--- config.mk ---
export PLATFORM = sky130hd
export DESIGN_NAME = regbank_requester_flat
export DESIGN_NICKNAME = d
export VERILOG_FILES = /design/src/rtl/regbank_requester_if.sv /design/src/rtl/regbank_requester.sv /design/src/flat_wrapper.sv
export SDC_FILE = /design/constraint.sdc
export NUM_CORES = 1
export LEC_CHECK = 0
export ABC_CLOCK_PERIOD_IN_PS = 2850
export BUFFER_PORTS_ARGS = -buffer_cell sky130_fd_sc_hd__clkbuf_2
export CORE_MARGIN = 2
export CORE_UTILIZATION = 27
export DETAILED_ROUTE_END_ITERATION = 12
export GPL_ROUTABILITY_DRIVEN = 0
export PLACE_DENSITY = 0.52
export SLEW_MARGIN = 15
export SYNTH_ARGS = -nofsm -noshare
export SYNTH_HDL_FRONTEND = slang
export SYNTH_SLANG_ARGS = --single-unit
--- constraint.sdc ---
create_clock -name clk -period 2.85 [get_ports clk]
set_input_delay 0.1425 -clock clk [delete_from_list [all_inputs] [get_ports clk]]
set_output_delay 0.1425 -clock clk [all_outputs]
set_load 0.005 [all_outputs]
--- src/rtl/regbank_requester_if.sv ---
// Bundle of the command, response and register-bank signals around
// regbank_requester. The master view is the requester itself (it masters the
// bank and serves the decode stage); the slave view is everything around it.
interface regbank_requester_if #(
    parameter int DATA_W = 32,
    parameter int ADDR_W = 4
);
    // command port from decode
    logic              cmd_valid;
    logic              cmd_ready;
    logic              cmd_wr_en;
    logic [ADDR_W-1:0] cmd_wr_addr;
    logic [DATA_W-1:0] cmd_wr_data;
    logic              cmd_rd_a_en;
    logic [ADDR_W-1:0] cmd_rd_a_addr;
    logic              cmd_rd_b_en;
    logic [ADDR_W-1:0] cmd_rd_b_addr;

    // response port
    logic              rsp_valid;
    logic              rsp_ready;
    logic [DATA_W-1:0] rsp_a;
    logic [DATA_W-1:0] rsp_b;

    // toggle-trigger register bank port
    logic [ADDR_W-1:0] bank_addr;
    logic              bank_rw;
    logic [DATA_W-1:0] bank_data_in;
    logic              bank_trigger;
    logic [DATA_W-1:0] bank_data_out;

    modport master (
        input  cmd_valid, cmd_wr_en, cmd_wr_addr, cmd_wr_data,
        input  cmd_rd_a_en, cmd_rd_a_addr, cmd_rd_b_en, cmd_rd_b_addr,
        input  rsp_ready, bank_data_out,
        output cmd_ready, rsp_valid, rsp_a, rsp_b,
        output bank_addr, bank_rw, bank_data_in, bank_trigger
    );

    modport slave (
        output cmd_valid, cmd_wr_en, cmd_wr_addr, cmd_wr_data,
        output cmd_rd_a_en, cmd_rd_a_addr, cmd_rd_b_en, cmd_rd_b_addr,
        output rsp_ready, bank_data_out,
        input  cmd_ready, rsp_valid, rsp_a, rsp_b,
        input  bank_addr, bank_rw, bank_data_in, bank_trigger
    );
endinterface

--- src/rtl/regbank_requester.sv ---
// regbank_requester: accepts one operand-access command (optional write-back,
// then up to two operand reads), sequences each access over the register
// bank's toggle-trigger port and returns both read results on a valid/ready
// response. Accesses run strictly write, read A, read B so that a read of the
// register being written sees the new value.
module regbank_requester #(
    parameter int DATA_W        = 32,
    parameter int ADDR_W        = 4,
    parameter int SETTLE_CYCLES = 4
) (
    input  logic                 clk,
    input  logic                 rst_n,
    regbank_requester_if.master  io
);

    typedef enum logic [1:0] {
        ST_IDLE  = 2'd0,
        ST_SETUP = 2'd1,
        ST_WAIT  = 2'd2,
        ST_RESP  = 2'd3
    } state_e;

    // which access is currently presented to the bank
    typedef enum logic [1:0] {
        OP_NONE = 2'd0,
        OP_WR   = 2'd1,
        OP_RA   = 2'd2,
        OP_RB   = 2'd3
    } op_e;

    // counter value that marks the final WAIT edge
    localparam logic [3:0] SETTLE_LAST = 4'(SETTLE_CYCLES - 1);

    // first access still to do; bit 2 = write, bit 1 = read A, bit 0 = read B
    function automatic op_e pick_op(input logic [2:0] pend);
        op_e op;
        if (pend[2]) begin
            op = OP_WR;
        end else if (pend[1]) begin
            op = OP_RA;
        end else if (pend[0]) begin
            op = OP_RB;
        end else begin
            op = OP_NONE;
        end
        return op;
    endfunction

    // pending-flag bit owned by an access
    function automatic logic [2:0] op_mask(input op_e op);
        logic [2:0] m;
        case (op)
            OP_WR:   m = 3'b100;
            OP_RA:   m = 3'b010;
            OP_RB:   m = 3'b001;
            default: m = 3'b000;
        endcase
        return m;
    endfunction

    state_e            state_r,        state_nxt_s;
    logic [3:0]        cnt_r,          cnt_nxt_s;
    op_e               cur_op_r,       cur_op_nxt_s;
    logic [2:0]        pend_r,         pend_nxt_s;
    logic [ADDR_W-1:0] wr_addr_r,      wr_addr_nxt_s;
    logic [DATA_W-1:0] wr_data_r,      wr_data_nxt_s;
    logic [ADDR_W-1:0] ra_addr_r,      ra_addr_nxt_s;
    logic [ADDR_W-1:0] rb_addr_r,      rb_addr_nxt_s;
    logic [ADDR_W-1:0] bank_addr_r,    bank_addr_nxt_s;
    logic              bank_rw_r,      bank_rw_nxt_s;
    logic [DATA_W-1:0] bank_data_in_r, bank_data_in_nxt_s;
    logic              bank_trig_r,    bank_trig_nxt_s;
    logic [DATA_W-1:0] rsp_a_r,        rsp_a_nxt_s;
    logic [DATA_W-1:0] rsp_b_r,        rsp_b_nxt_s;
    logic              rsp_valid_r,    rsp_valid_nxt_s;

    logic              cmd_ready_s;
    logic              launch_s;
    logic [2:0]        launch_pend_s;
    op_e               launch_op_s;
    logic [ADDR_W-1:0] src_wr_addr_s;
    logic [DATA_W-1:0] src_wr_data_s;
    logic [ADDR_W-1:0] src_ra_addr_s;
    logic [ADDR_W-1:0] src_rb_addr_s;

    assign cmd_ready_s = (state_r == ST_IDLE) && !rsp_valid_r;

    // The first access is launched on the accept edge straight from the
    // command inputs; later accesses come from the captured command copy.
    assign src_wr_addr_s = (state_r == ST_IDLE) ? io.cmd_wr_addr   : wr_addr_r;
    assign src_wr_data_s = (state_r == ST_IDLE) ? io.cmd_wr_data   : wr_data_r;
    assign src_ra_addr_s = (state_r == ST_IDLE) ? io.cmd_rd_a_addr : ra_addr_r;
    assign src_rb_addr_s = (state_r == ST_IDLE) ? io.cmd_rd_b_addr : rb_addr_r;

    assign io.cmd_ready    = cmd_ready_s;
    assign io.rsp_valid    = rsp_valid_r;
    assign io.rsp_a        = rsp_a_r;
    assign io.rsp_b        = rsp_b_r;
    assign io.bank_addr    = bank_addr_r;
    assign io.bank_rw      = bank_rw_r;
    assign io.bank_data_in = bank_data_in_r;
    assign io.bank_trigger = bank_trig_r;

    // Next-state and next-output decode for the access sequencer.
    always_comb begin
        state_nxt_s        = state_r;
        cnt_nxt_s          = cnt_r;
        cur_op_nxt_s       = cur_op_r;
        pend_nxt_s         = pend_r;
        wr_addr_nxt_s      = wr_addr_r;
        wr_data_nxt_s      = wr_data_r;
        ra_addr_nxt_s      = ra_addr_r;
        rb_addr_nxt_s      = rb_addr_r;
        bank_addr_nxt_s    = bank_addr_r;
        bank_rw_nxt_s      = bank_rw_r;
        bank_data_in_nxt_s = bank_data_in_r;
        bank_trig_nxt_s    = bank_trig_r;
        rsp_a_nxt_s        = rsp_a_r;
        rsp_b_nxt_s        = rsp_b_r;
        rsp_valid_nxt_s    = rsp_valid_r;
        launch_s           = 1'b0;
        launch_pend_s      = 3'b000;
        launch_op_s        = OP_NONE;

        case (state_r)
            ST_IDLE: begin
                if (io.cmd_valid && cmd_ready_s) begin
                    wr_addr_nxt_s = io.cmd_wr_addr;
                    wr_data_nxt_s = io.cmd_wr_data;
                    ra_addr_nxt_s = io.cmd_rd_a_addr;
                    rb_addr_nxt_s = io.cmd_rd_b_addr;
                    // results of disabled reads must read back as zero
                    rsp_a_nxt_s   = {DATA_W{1'b0}};
                    rsp_b_nxt_s   = {DATA_W{1'b0}};
                    launch_s      = 1'b1;
                    launch_pend_s = {io.cmd_wr_en, io.cmd_rd_a_en, io.cmd_rd_b_en};
                    state_nxt_s   = ST_SETUP;
                end else begin
                    state_nxt_s = ST_IDLE;
                end
            end

            ST_SETUP: begin
                if (cur_op_r == OP_NONE) begin
                    // empty command: answer without touching the bank
                    rsp_valid_nxt_s = 1'b1;
                    state_nxt_s     = ST_RESP;
                end else begin
                    bank_trig_nxt_s = ~bank_trig_r;
                    cnt_nxt_s       = SETTLE_LAST;
                    state_nxt_s     = ST_WAIT;
                end
            end

            ST_WAIT: begin
                if (cnt_r != 4'd0) begin
                    cnt_nxt_s = cnt_r - 4'd1;
                end else begin
                    case (cur_op_r)
                        OP_RA:   rsp_a_nxt_s   = io.bank_data_out;
                        OP_RB:   rsp_b_nxt_s   = io.bank_data_out;
                        OP_WR:   bank_rw_nxt_s = 1'b1;
                        default: bank_rw_nxt_s = bank_rw_r;
                    endcase
                    if (pend_r != 3'b000) begin
                        launch_s      = 1'b1;
                        launch_pend_s = pend_r;
                        state_nxt_s   = ST_SETUP;
                    end else begin
                        cur_op_nxt_s    = OP_NONE;
                        rsp_valid_nxt_s = 1'b1;
                        state_nxt_s     = ST_RESP;
                    end
                end
            end

            ST_RESP: begin
                if (io.rsp_ready) begin
                    rsp_valid_nxt_s = 1'b0;
                    state_nxt_s     = ST_IDLE;
                end else begin
                    state_nxt_s = ST_RESP;
                end
            end

            default: begin
                state_nxt_s = ST_IDLE;
            end
        endcase

        // Present the next access to the bank one SETUP cycle before its toggle.
        if (launch_s) begin
            launch_op_s  = pick_op(launch_pend_s);
            cur_op_nxt_s = launch_op_s;
            pend_nxt_s   = launch_pend_s & ~op_mask(launch_op_s);
            case (launch_op_s)
                OP_WR: begin
                    bank_addr_nxt_s    = src_wr_addr_s;
                    bank_rw_nxt_s      = 1'b0;
                    bank_data_in_nxt_s = src_wr_data_s;
                end
                OP_RA: begin
                    bank_addr_nxt_s = src_ra_addr_s;
                    bank_rw_nxt_s   = 1'b1;
                end
                OP_RB: begin
                    bank_addr_nxt_s = src_rb_addr_s;
                    bank_rw_nxt_s   = 1'b1;
                end
                default: begin
                    bank_rw_nxt_s = 1'b1;
                end
            endcase
        end else begin
            launch_op_s = OP_NONE;
        end
    end

    // FSM state register.
    always_ff @(posedge clk or negedge rst_n) begin
        if (!rst_n) begin
            state_r <= ST_IDLE;
        end else begin
            state_r <= state_nxt_s;
        end
    end

    // Datapath and output registers; reset leaves the bank port on a read so
    // the trigger drop it causes can never be taken as a write.
    always_ff @(posedge clk or negedge rst_n) begin
        if (!rst_n) begin
            cnt_r          <= 4'd0;
            cur_op_r       <= OP_NONE;
            pend_r         <= 3'b000;
            wr_addr_r      <= {ADDR_W{1'b0}};
            wr_data_r      <= {DATA_W{1'b0}};
            ra_addr_r      <= {ADDR_W{1'b0}};
            rb_addr_r      <= {ADDR_W{1'b0}};
            bank_addr_r    <= {ADDR_W{1'b0}};
            bank_rw_r      <= 1'b1;
            bank_data_in_r <= {DATA_W{1'b0}};
            bank_trig_r    <= 1'b0;
            rsp_a_r        <= {DATA_W{1'b0}};
            rsp_b_r        <= {DATA_W{1'b0}};
            rsp_valid_r    <= 1'b0;
        end else begin
            cnt_r          <= cnt_nxt_s;
            cur_op_r       <= cur_op_nxt_s;
            pend_r         <= pend_nxt_s;
            wr_addr_r      <= wr_addr_nxt_s;
            wr_data_r      <= wr_data_nxt_s;
            ra_addr_r      <= ra_addr_nxt_s;
            rb_addr_r      <= rb_addr_nxt_s;
            bank_addr_r    <= bank_addr_nxt_s;
            bank_rw_r      <= bank_rw_nxt_s;
            bank_data_in_r <= bank_data_in_nxt_s;
            bank_trig_r    <= bank_trig_nxt_s;
            rsp_a_r        <= rsp_a_nxt_s;
            rsp_b_r        <= rsp_b_nxt_s;
            rsp_valid_r    <= rsp_valid_nxt_s;
        end
    end

endmodule

--- src/flat_wrapper.sv ---
// flat-port wrapper written by rule: the top's interface ports become plain ports
module regbank_requester_flat 
#(
    parameter int DATA_W        = 32,
    parameter int ADDR_W        = 4,
    parameter int SETTLE_CYCLES = 4
)
  (clk, rst_n, io_cmd_valid, io_cmd_wr_en, io_cmd_wr_addr, io_cmd_wr_data, io_cmd_rd_a_en, io_cmd_rd_a_addr, io_cmd_rd_b_en, io_cmd_rd_b_addr, io_rsp_ready, io_bank_data_out, io_cmd_ready, io_rsp_valid, io_rsp_a, io_rsp_b, io_bank_addr, io_bank_rw, io_bank_data_in, io_bank_trigger);
  regbank_requester_if #(.DATA_W(DATA_W), .ADDR_W(ADDR_W)) io_i ();
  input  logic clk;
  input  logic rst_n;
  input wire logic [$bits(io_i.cmd_valid)-1:0] io_cmd_valid;
  input wire logic [$bits(io_i.cmd_wr_en)-1:0] io_cmd_wr_en;
  input wire logic [$bits(io_i.cmd_wr_addr)-1:0] io_cmd_wr_addr;
  input wire logic [$bits(io_i.cmd_wr_data)-1:0] io_cmd_wr_data;
  input wire logic [$bits(io_i.cmd_rd_a_en)-1:0] io_cmd_rd_a_en;
  input wire logic [$bits(io_i.cmd_rd_a_addr)-1:0] io_cmd_rd_a_addr;
  input wire logic [$bits(io_i.cmd_rd_b_en)-1:0] io_cmd_rd_b_en;
  input wire logic [$bits(io_i.cmd_rd_b_addr)-1:0] io_cmd_rd_b_addr;
  input wire logic [$bits(io_i.rsp_ready)-1:0] io_rsp_ready;
  input wire logic [$bits(io_i.bank_data_out)-1:0] io_bank_data_out;
  output wire logic [$bits(io_i.cmd_ready)-1:0] io_cmd_ready;
  output wire logic [$bits(io_i.rsp_valid)-1:0] io_rsp_valid;
  output wire logic [$bits(io_i.rsp_a)-1:0] io_rsp_a;
  output wire logic [$bits(io_i.rsp_b)-1:0] io_rsp_b;
  output wire logic [$bits(io_i.bank_addr)-1:0] io_bank_addr;
  output wire logic [$bits(io_i.bank_rw)-1:0] io_bank_rw;
  output wire logic [$bits(io_i.bank_data_in)-1:0] io_bank_data_in;
  output wire logic [$bits(io_i.bank_trigger)-1:0] io_bank_trigger;
  assign io_i.cmd_valid = io_cmd_valid;
  assign io_i.cmd_wr_en = io_cmd_wr_en;
  assign io_i.cmd_wr_addr = io_cmd_wr_addr;
  assign io_i.cmd_wr_data = io_cmd_wr_data;
  assign io_i.cmd_rd_a_en = io_cmd_rd_a_en;
  assign io_i.cmd_rd_a_addr = io_cmd_rd_a_addr;
  assign io_i.cmd_rd_b_en = io_cmd_rd_b_en;
  assign io_i.cmd_rd_b_addr = io_cmd_rd_b_addr;
  assign io_i.rsp_ready = io_rsp_ready;
  assign io_i.bank_data_out = io_bank_data_out;
  assign io_cmd_ready = io_i.cmd_ready;
  assign io_rsp_valid = io_i.rsp_valid;
  assign io_rsp_a = io_i.rsp_a;
  assign io_rsp_b = io_i.rsp_b;
  assign io_bank_addr = io_i.bank_addr;
  assign io_bank_rw = io_i.bank_rw;
  assign io_bank_data_in = io_i.bank_data_in;
  assign io_bank_trigger = io_i.bank_trigger;
  regbank_requester #(.DATA_W(DATA_W), .ADDR_W(ADDR_W), .SETTLE_CYCLES(SETTLE_CYCLES)) u_core (.clk(clk), .rst_n(rst_n), .io(io_i));
endmodule
==> flow_summary.json <==
{
  "ys_ff_latch": 158,
  "path_class": "reg2reg",
  "wl_per_cell_um": 14.6,
  "antenna_found_initial": 0,
  "overflow": 0,
  "setup-tns-final_ns": 0,
  "leakagePower_uw": 0.00497,
  "cts.sinks": 158,
  "drtPass1Iterations": 4,
  "syn_area_mm2": 0.00700,
  "finalHoldViolations": 0,
  "period_share_pct": 85.5,
  "synth_cell_type_count": 51,
  "layout_setup_ws_ns": 0.413,
  "period_needed_ns": 2.44,
  "layout.nets": 1020,
  "fmax_mhz": 410,
  "worst_slew_pin_slew_ns": 0.778,
  "synthToLayoutAreaGrowth_pct": 37.0,
  "power_density_mw_per_mm2": 993,
  "synth.area.mux_share_pct": 12.8,
  "dp_hpwl_um": 12800,
  "cts-root-buf": "clkbuf_16",
  "cp.arrival_ns": 2.74,
  "numCtsBuffers": 17,
  "r2r_start": "u_core.state_r[0]",
  "cts_tree": "built",
  "synth-xor-area-share_pct": 0.125,
  "die_w_um": 165,
  "grt_pass1_vias": 5672,
  "synth-edff-count": 0,
  "synth_top_area_share_pct": 56.2,
  "via_count": 5531,
  "synth_seq_area_share_pct": 56.5,
  "start_kind": "register",
  "final_common_cell": "nand2_1",
  "synth_compound_area_share_pct": 9.10,
  "crit_start": "u_core.state_r[0]",
  "crit_required_ns": 3.15,
  "synth_nets": 770,
  "setup_violations": 0,
  "htreeDepth": 4,
  "core-area_mm2": 0.0253,
  "dp_slack_ns": 0.425,
  "post-route-drc-count": 0,
  "yosysWarningCount": 0,
  "clk_pin_slew_ns": 0.07,
  "initial_core_util_pct": 27.6,
  "cap_violations": 0,
  "status": "finished, final reports clean",
  "cts_buffer_depth": 2,
  "hp-class": "in2reg",
  "synth_top_family_by_area": "simple AND/OR/NAND/NOR gates",
  "finalClockSkew_ns": 0.0126,
  "drt_iter0_drc": 313,
  "synth_async_sr_flop_share_pct": 100,
  "synth_top_area_cell": "dfrtp_1",
  "grt_max_degree": 79,
  "wl_um": 18600,
  "end_kind": "register",
  "drtAntennaViolNets": 0,
  "yosys-top-cells-area": "dfrtp_1, nand2_1, mux2i_1, o21ai_0, mux2_2",
  "layout_common_cells": "nand2_1, clkbuf_2, dfrtp_1, mux2i_1, dlygate4sd3_1",
  "die-area_mm2": 0.0272,
  "die_h_um": 165,
  "grt_pass1_wl_um": 29800,
  "synth-adder-area-share_pct": 1.07,
  "irDropWorstVdd_mv": 0.455,
  "via_per_inst": 4.35,
  "synth_ff_type": "dfrtp_1",
  "drive_gt1_share_pct": 27.7,
  "grt_usage_pct": 14.0,
  "crit_fanout": 28,
  "rsz0062_at_grt": "no",
  "worstHoldStart": "io_bank_data_out[29]",
  "p_total_uw": 9520,
  "row_count": 58,
  "synth_area_per_cell_um2": 10.3,
  "diodes": 0,
  "io_buffers": 186,
  "insertion_delay_ns": 0.42,
  "max-slew-margin-rel_pct": 48.2,
  "nFillCells": 2518,
  "synthSimpleGateAreaFrac_pct": 15.7,
  "final_max_slew_viol_count": 0,
  "ios": 187,
  "syn_inst": 681
}
-- flip-flops by register name, summed over array words and instances, names as in the netlist --
| signal | cells |
|---|---|
| u_core.io.bank_data_in | 32 |
| u_core.io.rsp_a | 32 |
| u_core.io.rsp_b | 32 |
| u_core.wr_data_r | 32 |
| u_core.cnt_r | 4 |
| u_core.io.bank_addr | 4 |
| u_core.ra_addr_r | 4 |
| u_core.rb_addr_r | 4 |
| u_core.wr_addr_r | 4 |
| u_core.pend_r | 3 |
| u_core.cur_op_r | 2 |
| u_core.state_r | 2 |
| u_core.io.bank_rw | 1 |
| u_core.io.bank_trigger | 1 |
| u_core.io.rsp_valid | 1 |
-- critical path: stages, from the launching register on --
cell	delay, ns
dfrtp_1	0.41
inv_1	0.14
ha_2	0.25
buf_4	0.45
buf_4	0.42
mux2i_1	0.24
o211ai_1	0.10
o221a_1	0.26
-- report_power, final --
part | leakage [uW] | switching [uW] | internal [uW]
logic | 0.00263 | 1890 | 1630
registers | 0.00205 | 510 | 3130
clock network | 0.000290 | 942 | 1410
-- path summary, 6_finish.rpt --
| kind | depth (start not counted) | endpoint | slack, ns |
|---|---|---|---|
| max | 7 | u_core.io.bank_addr[0] | 0.41 |
| min | 3 | u_core.io.rsp_a[29] | 0.02 |
| max reg2reg | 7 | u_core.io.bank_addr[0] | 0.41 |
| min reg2reg | 1 | u_core.io.bank_trigger | 0.47 |
| max in group asynchronous | 3 | u_core.io.bank_rw | 1.72 |
| min in group asynchronous | 2 | u_core.io.rsp_b[22] | 0.31 |
-- per-stage QoR --
step	util, %	std cells	instance area (um2)	hold slack [ns]
2_1_floorplan	-	681	7000	-0.153
3_3_place_gp	32.9	1176	8330	0.240
3_5_place_dp	32.9	1176	8330	0.237
4_1_cts	37.8	1272	9580	0.000628
5_1_grt	37.8	1272	9580	0.00834
6_report	37.8	1272	9580	0.0159
-- per-layer routing --
layer / track usage [%] / vias up / wire length [um]
li1: - / 2744 / -
met1: 18.1 / 2612 / 8870
met2: 22.7 / 165 / 8230
met3: 4.55 / 10 / 1300
met4: 3.36 / 0 / 167
met5: 0 / - / 0
-- synth_stat cells, types with 4 or more instances --
master	number
buf_6	4
nor2_1	9
dfrtp_1	157
inv_1	30
ha_1	6
and2_1	8
clkbuf_1	13
nand2_1	223
mux2_4	6
buf_2	14
a21oi_1	6
mux2i_1	67
buf_4	6
nor3_1	4
o21ai_0	60
mux2_2	12
nand3_1	5
-- final cells by class --
type,instances,area (um2),area share (%)
clock buffers,19,453,4.73
clock inverters,11,143,1.49
inverters,30,113,1.18
multi-input cells,455,2730,28.5
flip-flops and latches,158,3960,41.3
well taps,330,413,4.31
repair buffers,269,1780,18.5
-- logic make-up after synthesis --
group                    count (synthesis)
flip-flops                             158
AO/OA/AOI/OAI                           98
adder cells (fa/ha/maj)                  6
AND/OR/NAND/NOR                        265
XOR/XNOR                                 1
multiplexers                            85
buffers and inverters                   68
-- repair_timing --
action,in CTS,in global routing
gates resized for setup,0,0
hold buffers,66,0
hold endpoints to repair,156,0
buffers inserted,0,0
Power figures use the tool's default switching activity.
